`config.mk`:
```
export PLATFORM = sky130hd
export DESIGN_NAME = zero_fetch_unit
export DESIGN_NICKNAME = d
export VERILOG_FILES = /design/src/rtl/zero_fetch_unit_pkg.sv /design/src/rtl/zero_fetch_fifo.sv /design/src/rtl/zero_fetch_unit.sv
export SDC_FILE = /design/constraint.sdc
export NUM_CORES = 1
export LEC_CHECK = 0
export BUFFER_PORTS_ARGS = -buffer_cell sky130_fd_sc_hd__clkbuf_2
export CAP_MARGIN = 20
export CELL_PAD_IN_SITES_DETAIL_PLACEMENT = 0
export CELL_PAD_IN_SITES_GLOBAL_PLACEMENT = 1
export CORE_MARGIN = 1
export CORE_UTILIZATION = 42
export DETAILED_ROUTE_END_ITERATION = 10
export PLACE_DENSITY = 0.8
export SYNTH_ARGS = -nofsm -noshare
export SYNTH_HDL_FRONTEND = slang
export SYNTH_SLANG_ARGS = --single-unit
```
`constraint.sdc`:
```
create_clock -name clk -period 17.1 [get_ports clk]
set_input_delay 3.42 -clock clk [delete_from_list [all_inputs] [get_ports clk]]
set_output_delay 3.42 -clock clk [all_outputs]
set_load 0.1 [all_outputs]
```
`src/rtl/zero_fetch_unit_pkg.sv`:
```
// Shared definitions for the zerocore fetch path: instruction width, reset PC and fetch FSM states.
package zero_fetch_unit_pkg;

    localparam int INST_BUS = 32;
    localparam logic [63:0] DEFAULT_RESET_PC = 64'h8000_0000;

    typedef enum logic [1:0] {
        S_REQ  = 2'd0,
        S_WAIT = 2'd1,
        S_DROP = 2'd2
    } fetch_state_t;

endpackage

```
`src/rtl/zero_fetch_fifo.sv`:
```
// Synchronous prefetch FIFO; push data visible at the head one cycle later, flush wins over push/pop.
// No internal backpressure: the producer must respect the count output and never push when full.
module zero_fetch_fifo #(
    parameter int WIDTH = 96,
    parameter int DEPTH = 4,
    localparam int PTR_W = $clog2(DEPTH),
    localparam int CNT_W = PTR_W + 1
) (
    input  logic             clk,
    input  logic             rst,
    input  logic             push,
    input  logic [WIDTH-1:0] push_dat,
    input  logic             pop,
    input  logic             flush,
    output logic [WIDTH-1:0] head_dat,
    output logic [CNT_W-1:0] count
);

    logic [WIDTH-1:0] mem [DEPTH];
    logic [PTR_W-1:0] rd_ptr;
    logic [PTR_W-1:0] wr_ptr;

    always_ff @(posedge clk or posedge rst) begin
        if (rst) begin
            rd_ptr <= '0;
            wr_ptr <= '0;
            count  <= '0;
            for (int i = 0; i < DEPTH; i++) begin
                mem[i] <= '0;
            end
        end else if (flush) begin
            rd_ptr <= '0;
            wr_ptr <= '0;
            count  <= '0;
        end else begin
            if (push) begin
                mem[wr_ptr] <= push_dat;
                wr_ptr      <= wr_ptr + PTR_W'(1);
            end
            if (pop) begin
                rd_ptr <= rd_ptr + PTR_W'(1);
            end
            count <= count + CNT_W'(push) - CNT_W'(pop);
        end
    end

    assign head_dat = mem[rd_ptr];

endmodule

```
`src/rtl/zero_fetch_unit.sv`:
```
// Instruction fetch: one outstanding RAM request, lane select into a prefetch FIFO; RAM->decode 2 cycles.
// Requests are credit-gated on FIFO occupancy; redirect flushes the FIFO and drops any stale response.
module zero_fetch_unit
    import zero_fetch_unit_pkg::*;
#(
    parameter int              ADDR_W     = 64,
    parameter int              DATA_W     = 64,
    parameter int              FIFO_DEPTH = 4,
    parameter logic [ADDR_W-1:0] RESET_PC = ADDR_W'(DEFAULT_RESET_PC)
) (
    input  logic                clk,
    input  logic                rst,
    output logic                mem_req_valid,
    input  logic                mem_req_ready,
    output logic [ADDR_W-1:0]   mem_req_addr,
    input  logic                mem_rsp_valid,
    input  logic [DATA_W-1:0]   mem_rsp_data,
    output logic                inst_valid,
    input  logic                inst_ready,
    output logic [INST_BUS-1:0] inst,
    output logic [ADDR_W-1:0]   inst_pc,
    input  logic                redirect_valid,
    input  logic [ADDR_W-1:0]   redirect_pc
);

    localparam int OFF_W   = $clog2(DATA_W / 8);
    localparam int LANES   = DATA_W / 32;
    localparam int CNT_W   = $clog2(FIFO_DEPTH) + 1;
    localparam int ENTRY_W = ADDR_W + INST_BUS;
    localparam logic [ADDR_W-1:0] WORD_MASK = ~ADDR_W'(DATA_W / 8 - 1);
    localparam logic [ADDR_W-1:0] INST_MASK = ~ADDR_W'(3);

    fetch_state_t         state;
    logic [ADDR_W-1:0]    fetch_pc;
    logic [ADDR_W-1:0]    inflight_pc;
    logic [CNT_W-1:0]     fifo_count;
    logic [ENTRY_W-1:0]   head_dat;
    logic [INST_BUS-1:0]  lane;
    logic                 outstanding;
    logic                 credit;
    logic                 req_fire;
    logic                 push;
    logic                 pop;

    // Outstanding request holds a FIFO slot until its response lands or is dropped.
    assign outstanding = (state != S_REQ);
    assign credit = ({1'b0, fifo_count} + {{CNT_W{1'b0}}, outstanding}) < (CNT_W + 1)'(FIFO_DEPTH);

    assign mem_req_valid = (state == S_REQ) && credit && !redirect_valid && !rst;
    assign mem_req_addr  = fetch_pc & WORD_MASK;
    assign req_fire      = mem_req_valid && mem_req_ready;

    generate
        if (LANES == 1) begin : g_one_lane
            assign lane = mem_rsp_data[INST_BUS-1:0];
        end else begin : g_lane_mux
            logic [OFF_W-3:0] k;
            assign k    = inflight_pc[OFF_W-1:2];
            assign lane = mem_rsp_data[{k, 5'b0} +: INST_BUS];
        end
    endgenerate

    assign push       = (state == S_WAIT) && mem_rsp_valid && !redirect_valid;
    assign inst_valid = (fifo_count != '0) && !redirect_valid;
    assign pop        = inst_valid && inst_ready;

    always_ff @(posedge clk or posedge rst) begin
        if (rst) begin
            state       <= S_REQ;
            fetch_pc    <= RESET_PC;
            inflight_pc <= '0;
        end else if (redirect_valid) begin
            fetch_pc <= redirect_pc & INST_MASK;
            case (state)
                // A response landing in the redirect cycle retires the outstanding request.
                S_WAIT, S_DROP: state <= mem_rsp_valid ? S_REQ : S_DROP;
                default:        state <= S_REQ;
            endcase
        end else begin
            case (state)
                S_REQ: begin
                    if (req_fire) begin
                        inflight_pc <= fetch_pc;
                        fetch_pc    <= fetch_pc + ADDR_W'(4);
                        state       <= S_WAIT;
                    end
                end
                S_WAIT, S_DROP: begin
                    if (mem_rsp_valid) begin
                        state <= S_REQ;
                    end
                end
                default: state <= S_REQ;
            endcase
        end
    end

    zero_fetch_fifo #(
        .WIDTH (ENTRY_W),
        .DEPTH (FIFO_DEPTH)
    ) u_fifo (
        .clk      (clk),
        .rst      (rst),
        .push     (push),
        .push_dat ({inflight_pc, lane}),
        .pop      (pop),
        .flush    (redirect_valid),
        .head_dat (head_dat),
        .count    (fifo_count)
    );

    assign inst_pc = head_dat[ENTRY_W-1:INST_BUS];
    assign inst    = head_dat[INST_BUS-1:0];

endmodule

```
==> out/results.tsv <==
metric	value	unit
worst skew pair latency	600	ps
die height	237	microns
DRC Markers	0	
Final setup viols	0	
grt ovf	0	
CTS tree	yes	
XOR/XNOR Fraction of Synth Area	0.0197	
Hold Buf Count CTS	0	
CP required	13680	ps
Tmin final	8100	ps
Synth cell types	55	
PortBufs	288	
relative slew slack	0.240	
Post-Synth Adder-Cell Area	0.00627	
FILL cells	4820	
H-tree levels	2	
achievable clock frequency	123	MHz
outcome	complete, no violations	
LEAKAGE	12.9	nW
YS warnings	0	
Vias	15500	
period utilization	0.474	
total power	4.52	mW
PostCTS Resize Cnt	0	
initial antenna violation count	6	
Reg clk slew, reported paths	60	ps
Final Slew Violations	0	
final hold vios	0	
nets@finish	2241	
setup bufs post-CTS	0	
maxcap violations	0	
dominant synthesized flop cell	dfrtp_1	
ratio of cells with drive above 1 in the final layout	0.361	
Die Wd	237	microns
crit end category	primary output	
row cnt	85	
clock buffer count from CTS	54	
initial core utilization	0.428	
Post-synth EDFFs	0	
syn avg cell area	12.1	sq um
first-pass GRT wire length	94100	microns
Syn Inst Count	1909	
Total GRT Usage	0.217	
post-synthesis mux area share	0.230	
DRT antenna net count	0	
crit start category	primary input	
largest family of logic cells by synthesized area	multiplexers	
total wire length	60000	microns
hpwl dp	38000	microns
number of global-route vias before repair	16100	
Pre-antenna DRT Iters	5	
Async S/R FF share, synth	1.00	
Worst VDD drop	0.000109	V
measured slew at the worst slew-check pin	1140	ps
DIE AREA	0.0561	sq mm
WL/cell	21.1	microns
Clock Path Buffers	3	
core outline area	0.0541	sq mm
vias per cell	5.46	
Syn-to-layout area delta	15.5	%
post-synthesis simple-gate area fraction	0.105	
CTS Sinks	509	
CP max FO	40	
post-synthesis cell area	0.0232	sq mm
largest net degree at the start of global routing	203	
register area share after synthesis	0.550	
unrepaired setup endpoints after global routing	false	
PwrDens	169	mW/mm^2
crit path DAT	4680	ps
setup tns final	0	ps
crit path kind	primary input to primary output	
Iter 0 DRT Violations	830	
GP Congestion	0.852	
Root Buffer	clkbuf_16	
top-level I/O count	296	
Worst Hold Class	flip-flop to flip-flop	
worst clock skew	23.2	ps
#FFs+latches synth	509	
Compound-Gate Fraction of Synth Area	0.0467	
==> final timing paths <==
check,start,end,slack (ps),cells past startpoint
max,redirect_valid,mem_req_valid,9000,3
min,u_fifo.mem[19],u_fifo.mem[19],480,2
max reg2reg,state[1],fetch_pc[52],13410,8
min reg2reg,u_fifo.mem[19],u_fifo.mem[19],480,2
max in group asynchronous,rst,inflight_pc[2],12430,4
min in group asynchronous,rst,state[0],2910,2
==> synthesized netlist by cell type (4+ instances only) <==
library cell,instances,area (sq um)
clkbuf_1,93,349
and3_1,10,62.6
nand2_1,390,1460
dfrtp_1,508,12700
nand4_1,30,188
nor4_1,9,56.3
nor3_1,15,75.1
inv_1,16,60.1
mux2i_1,33,330
xnor2_1,30,263
buf_4,66,495
mux4_2,94,2120
mux2_2,255,2870
o21ai_0,176,881
or3_1,4,25.0
nor2_1,37,139
and4_1,7,61.3
or2_2,4,25.0
ha_1,10,125
a21oi_1,5,25.0
nand3_1,27,135
and2_1,4,25.0
buf_1,18,67.6
o211ai_1,5,37.5
xor2_1,22,193
==> cell families (layout without fill, tap and decap cells) <==
| group | Yosys count | in the layout |
|---|---|---|
| AO/OA/AOI/OAI | 203 | 203 |
| XOR/XNOR | 52 | 52 |
| adder cells (fa/ha/maj) | 11 | 11 |
| buffers and inverters | 197 | 423 |
| flip-flops | 509 | 509 |
| multiplexers | 382 | 382 |
| other | 1 | 9 |
| AND/OR/NAND/NOR | 554 | 554 |
==> cell usage in the layout, fill, tap and decap left out, types with 6 or more instances in the layout <==
| cell type | netlist | routed |
|---|---|---|
| nand2_1 | 390 | 385 |
| o21ai_0 | 176 | 176 |
| xnor2_1 | 30 | 30 |
| inv_1 | 16 | 15 |
| clkbuf_2 | 1 | 288 |
| nand3_1 | 27 | 27 |
| and3_1 | 10 | 10 |
| and4_1 | 7 | 7 |
| xor2_1 | 22 | 22 |
| clkbuf_16 | 0 | 55 |
| nand4_1 | 30 | 30 |
| nor3_1 | 15 | 15 |
| dfrtp_1 | 508 | 505 |
| buf_4 | 66 | 16 |
| nor4_1 | 9 | 9 |
| mux4_2 | 94 | 94 |
| mux2_2 | 255 | 255 |
| nor2_1 | 37 | 37 |
| clkbuf_1 | 93 | 11 |
| bufinv_16 | 0 | 7 |
| ha_1 | 10 | 10 |
| mux2i_1 | 33 | 33 |
| clkbuf_8 | 0 | 14 |
| clkinvlp_4 | 0 | 6 |
==> where the power goes <==
group,total (mW),switching (mW),internal (mW)
logic,1.67,1.27,0.391
clock network,1.24,0.489,0.756
registers,1.61,0.207,1.40
==> worst max-delay path, stage by stage <==
cell	delay (ps)
buf_4	240
nor4b_4	430
clkbuf_2	570
==> through the flow <==
step / setup slack (ps) / cells / instance area (sq um) / hold WS, ps / utilization
global route: 8920 / 2836 / 26700 / 501 / 0.494
global placement: 8980 / 2733 / 24800 / 456 / 0.458
floorplan: 6770 / 1913 / 23200 / 445 / -
CTS: 8980 / 2832 / 26700 / 479 / 0.493
detailed placement: 8990 / 2733 / 24800 / 465 / 0.458
finish: 9000 / 2839 / 26700 / 476 / 0.494
==> area by class of cell <==
| cell class | count | area, sq um | share of cell area |
|---|---|---|---|
| sequential | 509 | 12700 | 0.477 |
| timing repair buffer | 308 | 1650 | 0.0617 |
| antenna | 4 | 10.0 | 0.000374 |
| multi-input combinational | 1207 | 9500 | 0.355 |
| clock inverter | 19 | 290 | 0.0109 |
| tap | 696 | 871 | 0.0326 |
| inverter | 16 | 63.8 | 0.00239 |
| clock buffer | 80 | 1610 | 0.0602 |
==> registers in the layout, summed over array words and instances (netlist names) <==
| signal | cells |
|---|---|
| fetch_pc | 62 |
| state | 2 |
| u_fifo.mem | 376 |
| u_fifo.wr_ptr | 2 |
| u_fifo.rd_ptr | 2 |
| inflight_pc | 62 |
| u_fifo.count | 3 |
==> per-layer routing <==
| layer | vias to the layer above | GRT usage | wire (microns) |
|---|---|---|---|
| met5 | - | 0 | 27 |
| met4 | 4 | 0.0740 | 1610 |
| met3 | 99 | 0.0466 | 3630 |
| met2 | 404 | 0.352 | 29100 |
| met1 | 7974 | 0.289 | 25600 |
| li1 | 7031 | - | - |
(Power assumes the default switching activity.)
